==> config.mk <==
export PLATFORM = sky130hd
export DESIGN_NAME = led_bank_arbiter
export DESIGN_NICKNAME = d
export VERILOG_FILES = /design/src/rtl/led_bank_arbiter.sv
export SDC_FILE = /design/constraint.sdc
export NUM_CORES = 1
export LEC_CHECK = 0
export CORE_MARGIN = 10
export CORE_UTILIZATION = 44
export DETAILED_ROUTE_END_ITERATION = 8
export GPL_TIMING_DRIVEN = 1
export PLACE_DENSITY = 0.79
export REMOVE_ABC_BUFFERS = 1
export SLEW_MARGIN = 0
export SYNTH_ARGS = -nofsm -noshare
export SYNTH_HDL_FRONTEND = slang
export SYNTH_SLANG_ARGS = --single-unit
==> constraint.sdc <==
create_clock -name clock -period 1.9 [get_ports clock]
set_clock_uncertainty 0.1 [all_clocks]
set_input_delay 0.285 -clock clock [delete_from_list [all_inputs] [get_ports clock]]
set_output_delay 0.285 -clock clock [all_outputs]
set_load 0.1 [all_outputs]
==> src/rtl/led_bank_arbiter.sv <==
// Round-robin arbiter sharing the user LED bank between the Patmos core and the management SoC.
// Optional heartbeat blink while the bank is unowned: define LED_HEARTBEAT_EN.
module led_bank_arbiter #(
    parameter int WIDTH       = 8,
    parameter int HOLD_CYCLES = 1024,
    parameter int PRESCALE    = 25000
) (
    input  logic             clock,
    input  logic             resetb,
    input  logic             core_req,
    input  logic             core_wr,
    input  logic [WIDTH-1:0] core_data,
    output logic             core_gnt,
    input  logic             mgmt_req,
    input  logic             mgmt_wr,
    input  logic [WIDTH-1:0] mgmt_data,
    output logic             mgmt_gnt,
    output logic [WIDTH-1:0] led_out,
    output logic [WIDTH-1:0] led_oeb,
    output logic [1:0]       owner
);

    // State encoding doubles as the owner code, so owner and the grants decode straight from the register.
    typedef enum logic [1:0] {
        IDLE = 2'b00,
        CORE = 2'b01,
        MGMT = 2'b10
    } state_t;

    localparam int CW = (HOLD_CYCLES > 2) ? $clog2(HOLD_CYCLES) : 1;
    localparam logic [CW-1:0] HOLD_MAX = CW'(HOLD_CYCLES - 1);

    generate
        if (HOLD_CYCLES < 2 || PRESCALE < 2) begin : g_param_check
            $error("led_bank_arbiter: HOLD_CYCLES and PRESCALE must both be >= 2");
        end
    endgenerate

    state_t        state;
    state_t        state_next;
    logic [CW-1:0] hold_cnt;
    logic          last_mgmt;
    logic          last_mgmt_next;
    logic          core_wr_ok;
    logic          mgmt_wr_ok;

    always_comb begin
        state_next     = state;
        last_mgmt_next = last_mgmt;
        case (state)
            IDLE: begin
                if (core_req && mgmt_req) begin
                    state_next = last_mgmt ? CORE : MGMT;
                end else if (core_req) begin
                    state_next = CORE;
                end else if (mgmt_req) begin
                    state_next = MGMT;
                end
            end
            CORE: begin
                if (!core_req || (hold_cnt == HOLD_MAX && mgmt_req)) begin
                    state_next     = IDLE;
                    last_mgmt_next = 1'b0;
                end
            end
            MGMT: begin
                if (!mgmt_req || (hold_cnt == HOLD_MAX && core_req)) begin
                    state_next     = IDLE;
                    last_mgmt_next = 1'b1;
                end
            end
            default: state_next = IDLE;
        endcase
    end

    // Every grant is entered from IDLE, so clearing the hold counter there is the same as clearing on entry.
    always_ff @(posedge clock or negedge resetb) begin
        if (!resetb) begin
            state     <= IDLE;
            last_mgmt <= 1'b1;
            hold_cnt  <= '0;
        end else begin
            state     <= state_next;
            last_mgmt <= last_mgmt_next;
            if (state == IDLE) begin
                hold_cnt <= '0;
            end else if (hold_cnt != HOLD_MAX) begin
                hold_cnt <= hold_cnt + 1'b1;
            end
        end
    end

    assign core_gnt   = (state == CORE);
    assign mgmt_gnt   = (state == MGMT);
    assign owner      = state;
    assign core_wr_ok = (state == CORE) && core_wr;
    assign mgmt_wr_ok = (state == MGMT) && mgmt_wr;

`ifdef LED_HEARTBEAT_EN
    localparam int PW = (PRESCALE > 2) ? $clog2(PRESCALE) : 1;
    localparam logic [PW-1:0] PRE_MAX = PW'(PRESCALE - 1);

    logic [PW-1:0] prescale_cnt;
    logic          beat;

    assign beat = (state == IDLE) && (prescale_cnt == PRE_MAX);

    always_ff @(posedge clock or negedge resetb) begin
        if (!resetb) begin
            prescale_cnt <= '0;
        end else if (state != IDLE || beat) begin
            prescale_cnt <= '0;
        end else begin
            prescale_cnt <= prescale_cnt + 1'b1;
        end
    end

    // Writes and heartbeat never coincide: writes need an owner, the heartbeat only runs in IDLE.
    always_ff @(posedge clock or negedge resetb) begin
        if (!resetb) begin
            led_out <= '0;
            led_oeb <= '1;
        end else if (core_wr_ok) begin
            led_out <= core_data;
            led_oeb <= '0;
        end else if (mgmt_wr_ok) begin
            led_out <= mgmt_data;
            led_oeb <= '0;
        end else if (beat) begin
            led_out[0] <= ~led_out[0];
            led_oeb[0] <= 1'b0;
        end
    end
`else
    // The pad enables only ever fall, so the bank stays hi-Z until someone actually writes it.
    always_ff @(posedge clock or negedge resetb) begin
        if (!resetb) begin
            led_out <= '0;
            led_oeb <= '1;
        end else if (core_wr_ok) begin
            led_out <= core_data;
            led_oeb <= '0;
        end else if (mgmt_wr_ok) begin
            led_out <= mgmt_data;
            led_oeb <= '0;
        end
    end
`endif

endmodule
==> results_dict.tcl <==
set metrics [dict create \
    yosysSeqAreaShare 0.459 \
    avgViaCountPerCell 5.46 \
    area_growth_pct 44.7 \
    place_inst 182 \
    max_freq_mhz 561 \
    multi_input_area_um2 547 \
    cp.required_ns 2.04 \
    fin_setup_tns_ns 0 \
    synth_cells 119 \
    cp-start-kind "flop" \
    syn_area_per_cell_um2 10.1 \
    finalSetupViolCount 0 \
    io_buffers 41 \
    coreArea_um2 2540 \
    regArea_um2 553 \
    fillCellCount 201 \
    synth_top_area_cell "dfrtp_1" \
    rsz0062_at_grt "false" \
    gp_congestion 0.838 \
    grt.overflow.total 0 \
    synth_top_area_share 0.416 \
    fin_cells 186 \
    hp-class "in2async" \
    synth-main-ff-cell "dfrtp_1" \
    cp-end-kind "flop" \
    grt_max_degree 23 \
    cts_sinks 22 \
    fin_crit_sh 0.937 \
    die_width_um 72.3 \
    finalMaxSlewViolations 0 \
    clkLatencyLatePin_ns 0.31 \
    die_area_um2 5230 \
    critPathKind "reg2reg" \
    htreeDepth 1 \
    drv_cap 0 \
    clockBufferDepth 2 \
    post_cts_buffers 0 \
    synthTopCellsByArea "dfrtp_1 42%, mux2i_1 8.3%, buf_4 5.0%, dfstp_2 4.4%, nand2_1 3.7%" \
    worstMarginPinSlew_ns 0.414 \
    drive_above_1_share 0.250 \
    num_antenna_cells 0 \
    cts.repair.resized 0 \
    cp_max_fo 8 \
    netlist_area_um2 1200 \
    cts_buffers 3 \
    worstPathArrival_ns 1.92 \
    grt_pass1_wl_um 4980 \
    wirelength_um 3000 \
    async_flop_share 1.00 \
    hold_violations 0 \
    grt_pass1_vias 1055 \
    die_y_um 72.3 \
    synth_warnings 0 \
    synth_edf_count 0 \
    drtIter0Drc 40 \
    io_pins 42 \
    relSlewSlack 0.724 \
    power_leakage_nw 0.754 \
    start_util 0.473 \
    num_rows 18 \
    clk_pin_slew_worst_paths_ns 0.13 \
    first_pass_iters 4 \
    cts_tree "yes" \
    ir_drop_v 0.000818 \
    grt_antenna_before_repair 0 \
    hpwl_um 2380 \
    root_buffer "clkbuf_4" \
    route.detailed.drc 0 \
    holdBufCountCts 0 \
    fin_crit_ns 1.78 \
    fin_nets 180 \
    grt_use_total 0.117 \
    wl_per_cell_um 16.1 \
    synth_seq_cells 22 \
    power_density_nw_per_um2 1050 \
    outcome "complete, no violations" \
    synth.distinct_cells 35 \
    vias 1016 \
    postRouteAntennaNets 0 \
]
==> per-layer routing <==
layer	global-route usage	wire length (um)	vias to the layer above
met4	0.0559	53	0
met2	0.188	1400	47
li1	-	-	491
met5	0	0	-
met3	0.0422	277	6
met1	0.136	1280	472
==> cells by family after synthesis <==
family | count (synthesis) | share of synthesized area
adders and majority gates | 1 | 0.0104
and+or+nand+nor | 43 | 0.200
DFF | 22 | 0.459
muxes | 10 | 0.0832
AOI/OAI and AO/OA | 24 | 0.132
buffers and inverters | 15 | 0.0863
xor gates and xnor gates | 4 | 0.0291
==> worst max-delay path, stage by stage (launching register included) <==
cell,delay [ns]
dfrtp_1,0.43
ha_1,0.33
and4_4,0.31
nand3_4,0.12
and3_4,0.22
a211oi_2,0.19
==> Yosys cell counts (2+ instances only) <==
master / number
xnor2_1: 4
buf_2: 2
a21oi_1: 4
nand3_1: 2
o22ai_1: 2
nor2_1: 11
o21ai_0: 5
inv_1: 3
nand2b_1: 2
nor3_1: 4
dfrtp_1: 20
nand2_1: 12
a211oi_2: 2
mux2i_1: 10
a31oi_1: 4
buf_6: 2
buf_4: 8
dfstp_2: 2
o21ai_1: 4
==> stage by stage <==
step	instance area [um^2]	util	total power (W)	hold WS (ns)	setup WS [ns]
floorplan	1110	-	0.00122	-0.111	-1.83
global placement	1690	0.664	0.00146	0.429	0.246
detailed placement	1690	0.664	0.00148	0.442	0.158
CTS	1740	0.684	0.00183	0.201	0.125
global route	1740	0.684	0.00190	0.207	0.0144
finish	1740	0.684	0.00182	0.189	0.119
==> registers in the layout (all words and copies together) (netlist names) <==
signal and count:
hold_cnt 10, led_out 8, owner 2, last_mgmt 1
led_oeb 1
==> where the power goes <==
group	switching, W	total [W]	internal (W)
logic	0.000626	0.000853	0.000227
clock network	0.000149	0.000362	0.000213
registers	0.0000586	0.000606	0.000547
==> cell type report <==
type	instances	share of cell area
multi-input cells	82	0.314
repair buffers	45	0.310
clock buffers	3	0.0129
flip-flops and latches	22	0.318
well taps	30	0.0216
inverters	3	0.00647
clock inverters	1	0.0172
==> layout by cell type (no fill, tap or decap), drive strengths merged, types with 3 or more instances in the layout <==
cell type	instances
nor2	11
o21ai	9
nand3	3
clkdlybuf4s50	21
buf	24
nor3	4
clkbuf	3
dfrtp	20
nand2	13
inv	3
mux2i	10
a211oi	3
a21oi	4
a31oi	4
xnor2	4
==> path summary, 6_finish.rpt <==
kind	startpoint	to	cells after the start	slack (ns)
min in group clock	core_data[6]	led_out[6]$_DFFE_PN0P_	3	0.41
hold reg to reg	last_mgmt$_DFFE_PN1P_	last_mgmt$_DFFE_PN1P_	2	0.45
setup reg to reg	hold_cnt[0]$_DFFE_PN0P_	last_mgmt$_DFFE_PN1P_	5	0.12
setup / recovery	hold_cnt[0]$_DFFE_PN0P_	last_mgmt$_DFFE_PN1P_	5	0.12
max in group asynchronous	resetb	led_oeb[6]$_DFFE_PN1P_	2	1.23
hold / removal	resetb	hold_cnt[1]$_DFFE_PN0P_	2	0.19
Power figures use the tool's default switching activity.
